==> src/rtl/seq_det_pkg.sv <==
// Shared types and helpers for the serial pattern detector.
package seq_det_pkg;

    typedef enum logic {
        FILL  = 1'b0,
        ARMED = 1'b1
    } fill_state_e;

    localparam logic [4:0] SEQ_DET_DEF_PAT = 5'b01101;

    // Increment that sticks at max_val instead of wrapping.
    function automatic logic [31:0] sat_inc(input logic [31:0] val, input logic [31:0] max_val);
        return (val >= max_val) ? max_val : val + 32'd1;
    endfunction

endpackage

==> src/rtl/seq_det_match_cnt.sv <==
// Saturating match counter; built only when SEQDET_COUNT_EN is defined.
module seq_det_match_cnt
    import seq_det_pkg::*;
#(
    parameter int unsigned CNT_W = 8
) (
    input  logic             clk,
    input  logic             rst,
    input  logic             inc,
    input  logic             clr,
    output logic [CNT_W-1:0] cnt
);

    localparam logic [31:0] CNT_MAX = 32'({CNT_W{1'b1}});

    logic [CNT_W-1:0] cnt_d;
    logic [CNT_W-1:0] cnt_q;

    always_comb begin
        cnt_d = cnt_q;
        if (clr) begin
            cnt_d = '0;
        end else if (inc) begin
            cnt_d = CNT_W'(sat_inc(32'(cnt_q), CNT_MAX));
        end
    end

    always_ff @(posedge clk or posedge rst) begin
        if (rst) begin
            cnt_q <= '0;
        end else begin
            cnt_q <= cnt_d;
        end
    end

    assign cnt = cnt_q;

endmodule

==> src/rtl/seq_pattern_detector.sv <==
// Parametrised serial pattern detector with overlap control and loadable pattern.
// Optional saturating match counter and match_cnt port under SEQDET_COUNT_EN.
module seq_pattern_detector
    import seq_det_pkg::*;
#(
    parameter int unsigned      PAT_W   = 5,
    parameter logic [PAT_W-1:0] PATTERN = PAT_W'(SEQ_DET_DEF_PAT),
    parameter int unsigned      CNT_W   = 8
) (
    input  logic             clk,
    input  logic             rst,
    input  logic             in_valid,
    input  logic             in_bit,
    input  logic             overlap_en,
    input  logic             clear,
    input  logic             pat_load,
    input  logic [PAT_W-1:0] pat_data,
    output logic             match
`ifdef SEQDET_COUNT_EN
    ,
    output logic [CNT_W-1:0] match_cnt
`endif
);

    localparam int unsigned      FCNT_W   = $clog2(PAT_W + 1);
    localparam logic [FCNT_W-1:0] FCNT_MAX = FCNT_W'(PAT_W);

    logic [PAT_W-1:0]  hist_d,  hist_q;
    logic [FCNT_W-1:0] fcnt_d,  fcnt_q;
    logic [PAT_W-1:0]  pat_d,   pat_q;
    logic              match_d, match_q;

    fill_state_e       state_c;
    logic [PAT_W-1:0]  hist_shift_c;
    logic [FCNT_W-1:0] fcnt_inc_c;
    logic              hit_c;

    assign state_c = (fcnt_q == FCNT_MAX) ? ARMED : FILL;

    // Priority: clear, then pat_load, then the valid beat; bubbles hold everything.
    always_comb begin
        hist_d       = hist_q;
        fcnt_d       = fcnt_q;
        pat_d        = pat_q;
        hit_c        = 1'b0;
        hist_shift_c = {hist_q[PAT_W-2:0], in_bit};
        fcnt_inc_c   = (state_c == ARMED) ? fcnt_q : fcnt_q + FCNT_W'(1);

        if (clear) begin
            hist_d = '0;
            fcnt_d = '0;
            if (pat_load) begin
                pat_d = pat_data;
            end
        end else if (pat_load) begin
            pat_d  = pat_data;
            fcnt_d = '0;
        end else if (in_valid) begin
            hist_d = hist_shift_c;
            fcnt_d = fcnt_inc_c;
            if ((fcnt_inc_c == FCNT_MAX) && (hist_shift_c == pat_q)) begin
                hit_c = 1'b1;
                if (!overlap_en) begin
                    fcnt_d = '0;
                end
            end
        end
        match_d = hit_c;
    end

    always_ff @(posedge clk or posedge rst) begin
        if (rst) begin
            hist_q  <= '0;
            fcnt_q  <= '0;
            pat_q   <= PATTERN;
            match_q <= 1'b0;
        end else begin
            hist_q  <= hist_d;
            fcnt_q  <= fcnt_d;
            pat_q   <= pat_d;
            match_q <= match_d;
        end
    end

    assign match = match_q;

`ifdef SEQDET_COUNT_EN
    seq_det_match_cnt #(
        .CNT_W (CNT_W)
    ) u_match_cnt (
        .clk (clk),
        .rst (rst),
        .inc (hit_c),
        .clr (clear),
        .cnt (match_cnt)
    );
`endif

endmodule

==> config.mk <==
export PLATFORM = sky130hd
export DESIGN_NAME = seq_pattern_detector
export DESIGN_NICKNAME = d
export VERILOG_FILES = /design/src/rtl/seq_det_pkg.sv /design/src/rtl/seq_det_match_cnt.sv /design/src/rtl/seq_pattern_detector.sv
export SDC_FILE = /design/constraint.sdc
export NUM_CORES = 1
export LEC_CHECK = 0
export ABC_AREA = 1
export ABC_CLOCK_PERIOD_IN_PS = 3300
export BUFFER_PORTS_ARGS = -buffer_cell sky130_fd_sc_hd__buf_2
export CORE_AREA = 2 2 39 41
export CTS_CLUSTER_DIAMETER = 150
export DETAILED_ROUTE_END_ITERATION = 8
export DIE_AREA = 0 0 41 43
export PLACE_DENSITY = 0.77
export RECOVER_POWER = 50
export SYNTH_ARGS = -nofsm -noshare
export SYNTH_HDL_FRONTEND = slang
export SYNTH_HIERARCHICAL = 1
export SYNTH_SLANG_ARGS = --single-unit
==> constraint.sdc <==
create_clock -name clk -period 3.3 [get_ports clk]
set_clock_uncertainty 0.05 [all_clocks]
set_input_delay 0.165 -clock clk [delete_from_list [all_inputs] [get_ports clk]]
set_output_delay 0.165 -clock clk [all_outputs]
set_load 0.02 [all_outputs]
==> results of run 1 <==
cell usage in the layout, fill, tap and decap left out, types with 2 or more instances in the layout:
master	synthesis	layout
nand2_1	30	31
inv_1	12	12
buf_2	1	11
dfrtp_1	10	10
nor2_1	6	6
o21ai_0	6	6
inv_2	4	4
o22ai_1	3	3
clkbuf_4	0	3
o21ai_1	2	2
nor2_4	2	2
nor2_2	2	2
ha_1	2	2
clkbuf_1	0	2
dfstp_1	0	2
per-stage QoR:
| stage | total power (W) | instance area (µm²) | setup WS [ns] |
|---|---|---|---|
| 2_1_floorplan | 0.000205 | 719 | 2.07 |
| 3_3_place_gp | 0.000216 | 795 | 2.05 |
| 3_5_place_dp | 0.000218 | 795 | 1.98 |
| 4_1_cts | 0.000317 | 831 | 1.96 |
| 5_1_grt | 0.000331 | 827 | 1.84 |
| 6_report | 0.000313 | 827 | 1.98 |
kinds of logic (layout without fill, tap and decap cells):
kind of cell    count (synthesis)  in the layout
fa+ha+maj                       2              2
buf+inv                        18             34
xor+xnor                        1              1
flops                          13             13
compound gates                 12             12
simple gates                   46             46
critical path: cells and delay by family (launching register included):
| family | cells | cell delay [ns] |
|---|---|---|
| DFF | 1 | 0.42 |
| and+or+nand+nor | 4 | 0.31 |
| adders and majority gates | 1 | 0.18 |
| buffers and inverters | 2 | 0.13 |
| AOI/OAI and AO/OA | 1 | 0.12 |
routing by layer:
| metal | part of all wire | wire length (µm) | vias to the layer above | track usage |
|---|---|---|---|---|
| li1 | - | - | 314 | - |
| met1 | 0.48 | 622 | 273 | 0.232 |
| met2 | 0.46 | 602 | 14 | 0.313 |
| met3 | 0.045 | 59 | 4 | 0.0314 |
| met4 | 0.015 | 19 | 0 | 0.0800 |
| met5 | 0 | 0 | - | 0 |
registers in the layout (all words and copies together) (netlist names):
register	cells
fcnt_q	3
hist_q	4
match	1
pat_q	5
power by group through the flow:
stage               registers (W)  logic [W]  clock network, W
floorplan                0.000175  0.0000294                 0
global placement         0.000176  0.0000405                 0
detailed placement       0.000176  0.0000420                 0
CTS                      0.000173  0.0000432          0.000100
global route             0.000174  0.0000483          0.000108
finish                   0.000173  0.0000421         0.0000979
worst paths after layout:
kind,start,endpoint,slack [ns]
worst max-delay path,fcnt_q[1]$_DFFE_PP0P_,fcnt_q[2]$_DFFE_PP0P_,1.98
worst min-delay path,pat_data[1],pat_q[1]$_DFFE_PP0P_,0.04
worst max register to register,fcnt_q[1]$_DFFE_PP0P_,fcnt_q[2]$_DFFE_PP0P_,1.98
worst min register to register,pat_q[3]$_DFFE_PP1P_,pat_q[3]$_DFFE_PP1P_,0.45
max in group asynchronous,rst,pat_q[0]$_DFFE_PP1P_,2.45
min in group asynchronous,rst,fcnt_q[2]$_DFFE_PP0P_,0.40
cell type report:
class                           count  area, µm²  area share
Tap cell                           16       20.0      0.0242
Timing Repair Buffer               13       68.8      0.0832
Sequential cell                    13        329       0.398
Multi-Input combinational cell     61        319       0.386
Clock buffer                        4       26.3      0.0318
Inverter                           17       63.8      0.0772
==> flow_summary.yaml, run 1 <==
worst_setup_path:
  critical_path_class: "register to register"
  cp-start-kind: "register"
  max_stage_delay_ns: 0.42
  worst_r2r_path_depth: 8
  path_common_cell: "nand2_1"
  cp.required_ns: 3.42
  cp.arrival_ns: 1.44
  critPathSlowestCell: "dfrtp_1"
  worst_setup_path_end_kind: "register"
  path_cells: "inv_1 > ha_1 > nand2_1 > nand2_1 > o21ai_1 > clkinv_1 > nand2_1 > nand2_1"
  cp_max_fo: 5
synth:
  synth_edf_count: 0
  synthXorXnorAreaFrac: 0.0122
  synth_simple_gate_area_frac: 0.301
  synth.most_common_cell: "nand2_1"
  synth.avg_cell_area_um2: 7.82
  yosys-top-cells-area: "dfrtp_1 35%, nand2_1 16%, dfstp_2 11%"
  yosys_warnings: 6
  yosysUniqueCellTypes: 21
  synth_fa_ha_area_frac: 0.0348
  ys_seq_area_frac: 0.457
  synth.top_cell.area_share: 0.348
  netlist.top_cell.by_area: "dfrtp_1"
  synthArstFlopShare: 1.00
  synth.net_count: 106
  netlist_instances: 92
  syn-cell-area_um2: 719
  yosys_register_bits: 13
  synth_compound_area_frac: 0.0991
  yosys-top-cells-count: "30 x nand2_1, 12 x inv_1, 10 x dfrtp_1, 6 x nor2_1, 6 x o21ai_0"
  yosys-mux-area-fraction: 0
  ys.flop_type: "dfrtp_1"
  synth_top_family_by_area: "simple AND/OR/NAND/NOR gates"
floorplanning:
  die_area_um2: 1760
  num_rows: 14
  ioPinCount: 13
  die_width_um: 41
  core-area_um2: 1380
  initial_utilization: 0.520
  chipHeight_um: 43
finish:
  drive_gt1_frac: 0.250
  diodes: 0
  fin_cells: 124
  syn_to_final_growth_pct: 15.0
  fin_nets: 123
  fin_util: 0.598
  fillers: 126
placement:
  port_buffers: 12
  hpwl_um: 997
  dp_cells: 119
  gp_congestion: 0.811
flow_run:
  maxCapViolations: 0
timing:
  slew_headroom: 0.663
  slew_violations: 0
  setup_tns_ns: 0
  min_period_over_period: 0.401
  finalSetupViolations: 0
  min_period_ns: 1.32
  fmax_ghz: 0.756
  rsz0062_at_grt: "false"
  whs_ns: 0.0433
  tightest_slew_ns: 0.506
  hold_viol_final: 0
routing:
  wl_per_cell_um: 10.5
  vias_per_cell: 4.88
  drc: 0
  drt.antenna.violating_nets: 0
  wirelength_mm: 1.30
  via_count: 605
  drt-pass1-iter-count: 4
  drtIter0Drc: 9
worst_hold_path:
  hold_depth: 3
  worst_hold_path_type: "primary input to register"
pwr:
  power_density_nw_per_um2: 378
  p_sw_frac: 0.263
  p_switching_w: 0.0000821
  p_int_w: 0.000231
  combinationalPowerShare: 0.135
  vdd_ir_drop_max_uv: 284
  seqPwrFrac: 0.552
  pwr-share-clk: 0.313
  p_leak_nw: 0.437
clocking:
  worstSkewPairLatency_ns: 0.27
  clk_pin_slew_worst_paths_ns: 0.08
  clock_sink_count: 13
  cts_buffers: 3
  cts_hold_buf: 1
  cts_resized: 0
  h-tree-depth: 1
  post-cts-setup-buffers: 0
  clockBufferDepth: 2
  cts_tree: "built"
  root_buffer: "clkbuf_4"
status:
  status: "finished clean"
global_route:
  antenna_found_initial: 0
  grt_pass1_vias: 587
  grt_overflow_total: 0
  grt_start_max_net_pins: 14
  grt_usage: 0.190
  grt_pass1_wl_mm: 2.29
Power figures use the tool's default switching activity.
==> inputs of run 2 (changes only) <==
- ABC_CLOCK_PERIOD_IN_PS: 3300 -> 1400
- CORE_AREA: 2 2 39 41 -> default
- CORE_MARGIN: default -> 1.5
- CORE_UTILIZATION: default -> 52
- DIE_AREA: 0 0 41 43 -> default
- PLACE_DENSITY: 0.77 -> 0.74
- clock period: 3.3 -> 1.4 ns (I/O delays scaled with it)
==> flow_summary.yaml, run 2 (synthesis gave the netlist of run 1 again) <==
routing:
  drt-pass1-iter-count: 4
  drt.antenna.violating_nets: 0
  wl_per_cell_um: 9.88
  drtIter0Drc: 3
  vias_per_cell: 4.77
  wirelength_mm: 1.29
  drc: 0
  via_count: 620
global_route:
  antenna_found_initial: 0
  grt_pass1_wl_mm: 2.04
  grt_overflow_total: 0
  grt_start_max_net_pins: 14
  grt_usage: 0.200
  grt_pass1_vias: 542
finish:
  fillers: 118
  largest_registers: "pat_q: 5 flops, hist_q: 4 flops, fcnt_q: 3 flops"
  fin_nets: 130
  drive_gt1_frac: 0.278
  syn_to_final_growth_pct: 24.9
  final_common_cell: "nand2_1"
  largest_reg_flops: 5
  max_flop_register: "pat_q"
  diodes: 0
  most-common-layout-cells: "30 x nand2_1, 13 x inv_1, 12 x buf_2, 10 x dfrtp_1, 7 x dlygate4sd3_1"
worst_hold_path:
  worstHoldStart: "in_valid"
  min_to: "fcnt_q[2]$_DFFE_PP0P_"
  worst_hold_path_type: "primary input to register"
  hold_depth: 4
worst_setup_path:
  max_stage_delay_ns: 0.43
  worst_setup_path_end_kind: "register"
  worst_r2r_path_depth: 7
  worstReg2RegEnd: "fcnt_q[2]$_DFFE_PP0P_"
  path_cells: "ha_1 > nand2_1 > nand2_1 > o21ai_1 > clkinv_1 > nand2_1 > nand2_1"
  critical_path_class: "register to register"
  cp.arrival_ns: 1.42
  cp.required_ns: 1.53
  path_common_cell: "nand2_1"
  rrSetupSlack_ns: 0.11
  cp_max_fo: 4
  r2r_start: "fcnt_q[0]$_DFFE_PP0P_"
  critPathSlowestCell: "dfrtp_1"
  cp-start-kind: "register"
clocking:
  root_buffer: "clkbuf_4"
  clk_pin_slew_worst_paths_ns: 0.08
  worstSkewPairLatency_ns: 0.28
  clockBufferDepth: 2
  h-tree-depth: 1
  clock_sink_count: 13
  cts_buffers: 3
  cts_resized: 0
  cts_tree: "built"
floorplanning:
  die_width_um: 40.2
  chipHeight_um: 40.2
  die_area_um2: 1620
  ioPinCount: 13
  core-area_um2: 1300
  num_rows: 13
  initial_utilization: 0.553
timing:
  min_period_over_period: 0.925
  setup_slack_ns: 0.106
  hold_viol_final: 0
  slew_violations: 0
  tightest_slew_ns: 0.507
  slew_headroom: 0.662
  rsz0062_at_grt: "false"
  min_period_ns: 1.29
  fmax_ghz: 0.773
  finalSetupViolations: 0
  setup_tns_ns: 0
pwr:
  p_leak_nw: 0.474
  vdd_ir_drop_max_uv: 510
  power_density_nw_per_um2: 843
placement:
  post-place-ws_ns: 0.0920
  port_buffers: 12
  gp_congestion: 0.743
  hpwl_um: 938
status:
  status: "finished clean"
flow_run:
  maxCapViolations: 0
[run 2: cell count changes in the layout (fill, tap and decap cells not counted), sizes merged]
cell | previous run | this run
buf | 11 | 13
dlygate4sd3 | 1 | 7
clkinv | 1 | 2
clkbuf | 5 | 3
[run 2: timing repair]
| action | 4_1_cts | 5_1_grt |
|---|---|---|
| endpoints found under the setup margin | 0 | 2 |
| buffers inserted | 0 | 1 |
| hold buffers | 7 | 0 |
| hold endpoints to repair | 16 | 0 |
[run 2: final cells by class]
cell class | instances | area [µm²] | area share
flip-flops and latches | 13 | 329 | 0.366
multi-input cells | 61 | 322 | 0.358
repair buffers | 20 | 138 | 0.153
inverters | 17 | 63.8 | 0.0710
clock buffers | 3 | 22.5 | 0.0251
well taps | 15 | 18.8 | 0.0209
clock inverters | 1 | 5.00 | 0.00557
[run 2: worst max-delay path by stage]
stage	startpoint	slack (ns)	cells after the start	to
6_report	fcnt_q[0]$_DFFE_PP0P_	0.11	7	fcnt_q[2]$_DFFE_PP0P_
5_1_grt	fcnt_q[0]$_DFFE_PP0P_	0.002	7	fcnt_q[2]$_DFFE_PP0P_
4_1_cts	fcnt_q[1]$_DFFE_PP0P_	0.08	8	fcnt_q[2]$_DFFE_PP0P_
3_5_place_dp	fcnt_q[1]$_DFFE_PP0P_	0.09	8	fcnt_q[2]$_DFFE_PP0P_
3_3_place_gp	fcnt_q[1]$_DFFE_PP0P_	0.14	8	fcnt_q[2]$_DFFE_PP0P_
2_1_floorplan	fcnt_q[1]$_DFFE_PP0P_	0.17	8	fcnt_q[2]$_DFFE_PP0P_
[run 2: worst max-delay path, delay by kind of cell (launching register included)]
kind	cells	cell delay [ns]
DFF	1	0.43
and+or+nand+nor	4	0.31
adders and majority gates	1	0.21
AOI/OAI and AO/OA	1	0.12
buffers and inverters	1	0.07
[run 2: report_power, final]
group / internal [W] / switching, W / leakage [nW]
registers: 0.000398 / 0.00000965 / 0.166
logic: 0.0000492 / 0.0000637 / 0.290
clock network: 0.000106 / 0.000130 / 0.0177
total: 0.000553 / 0.000204 / 0.474
[run 2: stage by stage]
step	hold slack (ns)	utilization	std cells	total power, W	instance area [µm²]
floorplan	-0.105	-	92	0.000482	719
global placement	0.0600	0.610	118	0.000511	793
detailed placement	0.0656	0.610	118	0.000513	793
CTS	0.0276	0.685	129	0.000765	891
global route	0.0532	0.690	130	0.000798	898
finish	0.0301	0.690	130	0.000757	898
[run 2: routing by layer]
layer  up-vias  track usage  share of wire
met5         -            0              0
met4         0        0.125          0.027
met3         5       0.0333          0.030
met2        13        0.335           0.45
met1       274        0.235           0.49
li1        328            -              -
